`src/rtl/proj_pkg.sv`:
```
// Shared constants and types for the sequence-sketching pipeline.
package proj_pkg;

    localparam int KMER_LEN                = 4;
    localparam int BASE_LEN                = 2;
    localparam int HASHER_SORTER_SIGNATURE = 32;
    localparam int KMER_POS_BITS           = 16;

    // Two-bit nucleotide codes
    localparam logic [BASE_LEN-1:0] BASE_A = 2'd0;
    localparam logic [BASE_LEN-1:0] BASE_C = 2'd1;
    localparam logic [BASE_LEN-1:0] BASE_G = 2'd2;
    localparam logic [BASE_LEN-1:0] BASE_T = 2'd3;

    typedef logic [HASHER_SORTER_SIGNATURE-1:0] kmer_word_t;

endpackage

```
`src/rtl/proj_kmer_extractor.sv`:
```
// Streaming k-mer producer: slides a KMER_LEN-base window over the input
// bases and emits one zero-extended k-mer word per full window position.
// N bases restart the window; sequence ends are forwarded as kmer_last and
// a registered seq_done pulse.
module proj_kmer_extractor
    import proj_pkg::*;
#(
    parameter int KMER_LEN         = proj_pkg::KMER_LEN,
    parameter int DATA_BITS        = proj_pkg::BASE_LEN,
    parameter int HASHER_DATA_BITS = proj_pkg::HASHER_SORTER_SIGNATURE,
    parameter int POS_BITS         = proj_pkg::KMER_POS_BITS
) (
    input  logic                        clk,
    input  logic                        rst_n,
    input  logic                        base_valid,
    output logic                        base_ready,
    input  logic [DATA_BITS-1:0]        base_data,
    input  logic                        base_n,
    input  logic                        base_last,
    output logic                        kmer_valid,
    input  logic                        kmer_ready,
    output logic [HASHER_DATA_BITS-1:0] kmer,
    output logic [POS_BITS-1:0]         kmer_pos,
    output logic                        kmer_last,
    output logic                        seq_done
);

    localparam int WIN_W  = KMER_LEN * DATA_BITS;
    localparam int FILL_W = $clog2(KMER_LEN + 1);
    localparam logic [FILL_W-1:0] FILL_MAX = FILL_W'(KMER_LEN);

    // Reject parameter sets whose window cannot fit the hasher word
    generate
        if ((KMER_LEN < 1) || (KMER_LEN * DATA_BITS > HASHER_DATA_BITS)) begin : g_param_err
            $error("proj_kmer_extractor: KMER_LEN*DATA_BITS must fit HASHER_DATA_BITS and KMER_LEN >= 1");
        end
    endgenerate

    logic [WIN_W-1:0]            window_q,     window_d;
    logic [FILL_W-1:0]           fill_q,       fill_d;
    logic [POS_BITS-1:0]         base_pos_q,   base_pos_d;
    logic                        kmer_valid_q, kmer_valid_d;
    logic [HASHER_DATA_BITS-1:0] kmer_q,       kmer_d;
    logic [POS_BITS-1:0]         kmer_pos_q,   kmer_pos_d;
    logic                        kmer_last_q,  kmer_last_d;
    logic                        seq_done_q,   seq_done_d;

    logic                        xfer;
    logic                        emit;
    logic [WIN_W+DATA_BITS-1:0]  shifted;

    // Single output slot: a new base can enter whenever the slot is empty or draining
    assign base_ready = !kmer_valid_q || kmer_ready;

    // Next-state: window shift, fill saturation, position tracking and slot load
    always_comb begin
        xfer         = base_valid && base_ready;
        emit         = 1'b0;
        shifted      = {window_q, base_data};
        window_d     = window_q;
        fill_d       = fill_q;
        base_pos_d   = base_pos_q;
        kmer_valid_d = kmer_valid_q;
        kmer_d       = kmer_q;
        kmer_pos_d   = kmer_pos_q;
        kmer_last_d  = kmer_last_q;
        seq_done_d   = 1'b0;

        if (kmer_valid_q && kmer_ready) begin
            kmer_valid_d = 1'b0;
        end

        if (xfer) begin
            base_pos_d = base_pos_q + POS_BITS'(1);
            if (base_n) begin
                // Ambiguous base: window contents become meaningless, restart filling
                fill_d = '0;
            end else begin
                window_d = shifted[WIN_W-1:0];
                if (fill_q != FILL_MAX) begin
                    fill_d = fill_q + FILL_W'(1);
                end
                emit = (fill_d == FILL_MAX);
            end

            if (emit) begin
                // A new emit overwrites the slot even if it is draining this cycle
                kmer_valid_d = 1'b1;
                kmer_d       = HASHER_DATA_BITS'(window_d);
                kmer_pos_d   = base_pos_q - POS_BITS'(KMER_LEN - 1);
                kmer_last_d  = base_last;
            end

            if (base_last) begin
                fill_d     = '0;
                base_pos_d = '0;
                seq_done_d = 1'b1;
            end
        end
    end

    // State registers with synchronous active-low reset
    always_ff @(posedge clk) begin
        if (!rst_n) begin
            window_q     <= '0;
            fill_q       <= '0;
            base_pos_q   <= '0;
            kmer_valid_q <= 1'b0;
            kmer_q       <= '0;
            kmer_pos_q   <= '0;
            kmer_last_q  <= 1'b0;
            seq_done_q   <= 1'b0;
        end else begin
            window_q     <= window_d;
            fill_q       <= fill_d;
            base_pos_q   <= base_pos_d;
            kmer_valid_q <= kmer_valid_d;
            kmer_q       <= kmer_d;
            kmer_pos_q   <= kmer_pos_d;
            kmer_last_q  <= kmer_last_d;
            seq_done_q   <= seq_done_d;
        end
    end

    assign kmer_valid = kmer_valid_q;
    assign kmer       = kmer_q;
    assign kmer_pos   = kmer_pos_q;
    assign kmer_last  = kmer_last_q;
    assign seq_done   = seq_done_q;

endmodule
```
`config.mk`:
```
export PLATFORM = sky130hd
export DESIGN_NAME = proj_kmer_extractor
export DESIGN_NICKNAME = d
export VERILOG_FILES = /design/src/rtl/proj_pkg.sv /design/src/rtl/proj_kmer_extractor.sv
export SDC_FILE = /design/constraint.sdc
export NUM_CORES = 1
export LEC_CHECK = 0
export ABC_CLOCK_PERIOD_IN_PS = 2400
export BUFFER_PORTS_ARGS = -buffer_cell sky130_fd_sc_hd__buf_2
export CAP_MARGIN = 20
export CORE_ASPECT_RATIO = 0.75
export CORE_MARGIN = 1
export CORE_UTILIZATION = 40
export CTS_CLUSTER_DIAMETER = 60
export DETAILED_ROUTE_END_ITERATION = 10
export PLACE_DENSITY = 0.64
export SLEW_MARGIN = 20
export SYNTH_ARGS = -nofsm -noshare
export SYNTH_HDL_FRONTEND = slang
export SYNTH_SLANG_ARGS = --single-unit
```
`constraint.sdc`:
```
create_clock -name clk -period 2.4 [get_ports clk]
set_clock_uncertainty 0.15 [all_clocks]
set_input_delay 0.24 -clock clk [delete_from_list [all_inputs] [get_ports clk]]
set_output_delay 0.24 -clock clk [all_outputs]
set_load 0.1 [all_outputs]
```
==> Yosys cells after proc, flatten, opt, wreduce, memory -nomap -nowiden <==
Cells that the tools add are included.
{ "totals": {"register_bits": 54, "inputBits": 8, "out_inout_bits": 52} }
{ "op_classes": {"n_addsub": 3, "eq_ne": 2, "n_mux": 13, "n_reduce_logical": 6} }
{ "op_table": {"columns": ["operator", "count"], "rows": [
  ["16-bit by 1-bit adder with 16-bit output (second input constant)", 1],
  ["16-bit 2-to-1 mux", 1],
  ["16-bit by 2-bit subtractor with 16-bit output (second input constant)", 1],
  ["3-bit 2-to-1 mux", 5],
  ["8-bit 2-to-1 mux", 1],
  ["1-bit 2-to-1 mux", 6],
  ["2-bit AND reduction", 2],
  ["3-bit by 1-bit adder with 3-bit output (second input constant)", 1],
  ["3-bit == test (second input constant)", 1],
  ["3-bit inequality test (second input constant)", 1],
  ["1-bit logical AND", 2],
  ["1-bit zero test", 1],
  ["1-bit logical OR", 1]
]} }

==> Longest topological paths before layout <==
{ "depth": {"word_depth": 9, "mapped_depth": 8, "depth_no_buf": 6} }

==> Worst setup path after synthesis <==
No wires, ideal clock.
{ "synth_timing": {"path_kind": "reg2reg", "from": "register kmer_valid_q (netlist: kmer_valid)", "to": "register kmer_pos_q[15] (netlist: kmer_pos[15])", "t_arrival_ns": 3.070, "setup_slack_ns": -0.965, "path_stages_with_launch": 7, "path_buffers": 2, "cell_sequence": "dfxtp_1 nand2b_1 clkbuf_1 nand2_1 nor3_1 clkbuf_1 a311oi_2"} }
{ "synth_between": {"elab_chain_len": 4} }
{ "synth_lines": {"columns": ["element", "line", "source"], "rows": [
  ["start: declaration", "proj_kmer_extractor.sv:42", "logic kmer_valid_q, kmer_valid_d;"],
  ["start signal: assignment", "proj_kmer_extractor.sv:117", "kmer_valid_q <= kmer_valid_d;"],
  ["1-bit zero test", "proj_kmer_extractor.sv:53", "assign base_ready = !kmer_valid_q || kmer_ready;"],
  ["1-bit logical OR", "proj_kmer_extractor.sv:53", null],
  ["via base_ready", "proj_kmer_extractor.sv:16", "output logic base_ready,"],
  ["1-bit logical AND", "proj_kmer_extractor.sv:57", "xfer = base_valid && base_ready;"],
  ["2-bit AND reduction (no source line)", null, null],
  ["end signal: assignment", "proj_kmer_extractor.sv:119", "kmer_pos_q <= kmer_pos_d;"],
  ["end: declaration", "proj_kmer_extractor.sv:44", "logic [POS_BITS-1:0] kmer_pos_q, kmer_pos_d;"]
]} }
The timed path passes the listed nets, and every way through them passes these cells.
A chain may end at the register's enable or synchronous reset.

==> Worst setup path after layout <==
{ "layout_timing": {"from": "register base_pos_q[2]", "to": "register kmer_pos_q[15] (netlist: kmer_pos[15])"} }
{ "layout_between": {"elab_chain_len": 1} }
{ "layout_lines": {"columns": ["element", "line", "source"], "rows": [
  ["start: declaration", "proj_kmer_extractor.sv:41", "logic [POS_BITS-1:0] base_pos_q, base_pos_d;"],
  ["start signal: assignment", "proj_kmer_extractor.sv:116", "base_pos_q <= base_pos_d;"],
  ["16-bit by 2-bit subtractor with 16-bit output", "proj_kmer_extractor.sv:90", "kmer_pos_d = base_pos_q - POS_BITS'(KMER_LEN - 1);"]
]} }
Every way passes these cells.

==> metrics.txt <==
# TYPE chip_impl_metric gauge
chip_impl_metric{name="via_to_cell_ratio",unit=""} 5.452
chip_impl_metric{name="vdd.ir_drop.worst",unit="mV"} 0.2379
chip_impl_metric{name="placementRows",unit=""} 25
chip_impl_metric{name="period_needed",unit="ns"} 2.212
chip_impl_metric{name="n_fill_cell",unit=""} 635
chip_impl_metric{name="cp.required",unit="ns"} 2.48
chip_impl_metric{name="die_width",unit="um"} 98.46
chip_impl_metric{name="initial_utilization",unit="%"} 42.90
chip_impl_metric{name="drtIter0Drc",unit=""} 108
chip_impl_metric{name="antenna_violations_before_repair",unit=""} 0
chip_impl_metric{name="detailedRoute.firstPassIterationCount",unit=""} 6
chip_impl_metric{name="post-route-util",unit="%"} 47.56
chip_impl_info{name="grt_setup_unrepaired",value="no"} 1
chip_impl_metric{name="drt_wl_total",unit="mm"} 6.354
chip_impl_info{name="cp_cell_sequence",value="or4_4 > or2_1 > or4_4 > a311oi_2"} 1
chip_impl_metric{name="timing.final.crit_share",unit="%"} 92.17
chip_impl_metric{name="synth_seq_area_share",unit="%"} 38.73
chip_impl_metric{name="worstSkewPairLatency",unit="ns"} 0.30
chip_impl_info{name="crit_path_end_kind",value="flip-flop"} 1
chip_impl_info{name="root_buffer",value="clkbuf_8"} 1
chip_impl_metric{name="final.hold.worst_slack",unit="ns"} 0.03021
chip_impl_info{name="min-delay-path-class",value="in2reg"} 1
chip_impl_info{name="layout.cells.most_common",value="dfxtp_1"} 1
chip_impl_metric{name="crit_path_max_incr_delay",unit="ns"} 0.61
chip_impl_metric{name="cts.path.max_buffers",unit=""} 2
chip_impl_info{name="run_status",value="finished, final reports clean"} 1
chip_impl_metric{name="design.portCount",unit=""} 60
chip_impl_metric{name="final-hold-violation-count",unit=""} 0
chip_impl_metric{name="postCtsSetupBuffers",unit=""} 0
chip_impl_info{name="commonest_non_fill_non_tap_cells_in_the_layout",value="dfxtp_1, buf_2, conb_1, a31oi_1, nor2_1"} 1
chip_impl_metric{name="proportion_of_layout_cells_with_a_drive_suffix_above_1",unit="%"} 18.86
chip_impl_metric{name="ctsResizeCount",unit=""} 0
chip_impl_metric{name="max_clock_freq",unit="MHz"} 452.1
chip_impl_info{name="cpLargestDelayFamily",value="simple AND/OR/NAND/NOR gates"} 1
chip_impl_metric{name="yosysWarningCount",unit=""} 0
chip_impl_metric{name="grt.overflow.total",unit=""} 0
chip_impl_metric{name="power.density_cell_area",unit="mW/mm2"} 553.9
chip_impl_metric{name="syn_area_per_cell",unit="um2"} 8.669
chip_impl_metric{name="chipHeight",unit="um"} 74.35
chip_impl_metric{name="area_delta_synth_final",unit="%"} 10.85
chip_impl_metric{name="final_antenna_net_count",unit=""} 0
chip_impl_info{name="tritoncts",value="yes"} 1
chip_impl_metric{name="numCtsBuffers",unit=""} 5
chip_impl_metric{name="global_route_wire_length_before_repair",unit="mm"} 10.49
chip_impl_metric{name="path_depth",unit=""} 4
chip_impl_metric{name="num-nets-final",unit=""} 360
chip_impl_metric{name="grt_pass1_vias",unit=""} 2138
chip_impl_info{name="crit_type",value="reg2reg"} 1
chip_impl_metric{name="hpwlAfterDp",unit="mm"} 4.410
chip_impl_metric{name="fp.coreArea",unit="mm2"} 0.006506
chip_impl_metric{name="worst-slew-pin-transition",unit="ns"} 0.5299
chip_impl_metric{name="drc_errors",unit=""} 0
chip_impl_metric{name="synth_seq_cells",unit=""} 54
chip_impl_metric{name="crit_buf_inv",unit=""} 0
chip_impl_metric{name="clk_pin_slew",unit="ns"} 0.11
chip_impl_info{name="cpMostUsedCell",value="or4_4"} 1
chip_impl_info{name="cpMaxStageDelayCell",value="or4_4"} 1
chip_impl_metric{name="worstPathArrival",unit="ns"} 2.30
chip_impl_metric{name="distinct_cells_synth",unit=""} 44
chip_impl_metric{name="post_drt_wl_per_cell",unit="um"} 14.74
chip_impl_metric{name="clkSinkCount",unit=""} 54
chip_impl_metric{name="p_leak",unit="nW"} 1.252
chip_impl_metric{name="cts_htree_levels",unit=""} 2
chip_impl_metric{name="largest_net_degree_at_the_start_of_global_routing",unit=""} 40
chip_impl_metric{name="finalSetupViolCount",unit=""} 0
chip_impl_metric{name="via_count",unit=""} 2350
chip_impl_info{name="worstSetupStartpointType",value="flip-flop"} 1
chip_impl_metric{name="cp_max_fo",unit=""} 9
chip_impl_metric{name="finalMaxSlewViolations",unit=""} 0
chip_impl_metric{name="hold_depth",unit=""} 3
chip_impl_metric{name="gr-usage-all-layers",unit="%"} 18.04
chip_impl_metric{name="ctsHoldBuffers",unit=""} 0
chip_impl_metric{name="drv.max_cap_violation_count",unit=""} 0
chip_impl_metric{name="die_area",unit="mm2"} 0.007320
chip_impl_metric{name="antenna_diode_count",unit=""} 0
chip_impl_metric{name="timing.slew.headroom",unit="%"} 64.67
chip_impl_metric{name="port_buffers",unit=""} 35
chip_impl_metric{name="gpl.final_weighted_congestion",unit=""} 0.8085
chip_impl_metric{name="finalSetupTns",unit="ns"} 0
chip_impl_metric{name="mappedNetlistArea",unit="mm2"} 0.002791
chip_impl_metric{name="total_power",unit="mW"} 1.714
chip_impl_metric{name="postSynthCellCount",unit=""} 322
chip_impl_metric{name="r2r.worst_path.cells",unit=""} 4
## logic make-up after synthesis
logic type	count (synthesis)	synth area share (%)
other cells	1	0.1343
fa+ha+maj	3	1.345
xor+xnor	13	4.079
flops	54	38.73
buf+inv	60	11.97
simple gates	89	17.57
mux	16	5.737
compound gates	86	20.44
## registers in the layout, summed over array words and instances, names as in the netlist
| name | cells |
|---|---|
| base_pos_q | 16 |
| seq_done | 1 |
| fill_q | 3 |
| kmer_last | 1 |
| kmer_valid | 1 |
| kmer_pos | 16 |
| window_q | 8 |
| kmer | 8 |
## where the power goes
| group | switching, mW | total (mW) | internal, mW | leakage [nW] |
|---|---|---|---|---|
| Combinational | 0.228 | 0.260 | 0.0317 | 0.767 |
| Clock | 0.330 | 0.546 | 0.216 | 0.0491 |
| Sequential | 0.00646 | 0.908 | 0.901 | 0.436 |
## worst paths after layout
check	startpoint	end	slack, ns
max	base_pos_q[2]	kmer_pos[15]	0.19
min	base_data[1]	window_q[1]	0.03
max reg2reg	base_pos_q[2]	kmer_pos[15]	0.19
min reg2reg	kmer_pos[2]	kmer_pos[2]	0.34
## worst min-delay path: cells and delay by family
kind	cells	cell delay, ns
multiplexers	1	0.05
AND/OR/NAND/NOR	1	0.08
buffers and inverters	1	0.09
## layer usage
layer	GRT usage, %	vias up	part of all wire [%]
li1	-	1192	-
met1	24.94	1110	51
met2	29.58	46	45
met3	3.571	2	3.5
met4	3.980	0	0.38
met5	0	-	0
## cell usage after synthesis
cell / count / area (um2)
a32oi_1: 2 / 17.52
xor2_1: 2 / 17.52
buf_4: 24 / 180.2
and2_1: 3 / 18.77
nand2_1: 10 / 37.54
or3_1: 11 / 68.82
dfxtp_1: 54 / 1081
and3b_1: 1 / 8.760
nor4_1: 4 / 25.02
inv_1: 6 / 22.52
nand2b_1: 1 / 6.260
nand3_1: 9 / 45.04
buf_1: 3 / 11.26
a311oi_2: 1 / 15.01
and4_1: 1 / 8.760
or2_1: 2 / 12.51
and3_1: 2 / 12.51
a32o_1: 1 / 10.01
ha_1: 3 / 37.54
nand3b_1: 1 / 7.510
clkbuf_2: 1 / 5.000
and2b_1: 1 / 7.510
nor3_1: 5 / 25.02
xnor2_1: 11 / 96.34
o311ai_0: 1 / 8.760
o41ai_1: 1 / 8.760
nor2_1: 20 / 75.07
o31ai_1: 9 / 67.56
nor2b_1: 1 / 6.260
a211oi_1: 18 / 135.1
or4_1: 7 / 52.55
a2bb2oi_1: 1 / 8.760
a21oi_1: 19 / 95.09
buf_2: 2 / 10.01
a311oi_1: 3 / 26.28
clkbuf_1: 22 / 82.58
or4_4: 2 / 22.52
conb_1: 1 / 3.750
nand4_1: 7 / 43.79
buf_6: 2 / 22.52
mux2i_1: 16 / 160.2
or2_2: 1 / 6.260
a31oi_1: 22 / 137.6
o21ai_0: 8 / 40.04
## through the flow
| stage | std cells | area [um2] | worst slack [ns] |
|---|---|---|---|
| global placement | 423 | 2999 | 0.2395 |
| detailed placement | 423 | 2999 | 0.2035 |
| CTS | 431 | 3094 | 0.1879 |
| global route | 431 | 3094 | 0.0002927 |
| floorplan | 345 | 2883 | 0.1088 |
| finish | 431 | 3094 | 0.1880 |
## final cells by class
class	count	area, um2	area share [%]
Sequential cell	54	1082	34.98
Timing Repair Buffer	51	320.3	10.35
Multi-Input combinational cell	231	1473	47.59
Inverter	6	22.52	0.7279
Clock inverter	3	26.28	0.8492
Tap cell	81	101.3	3.275
Clock buffer	5	68.82	2.224
Note: power is estimated with default switching activity, not from simulation.
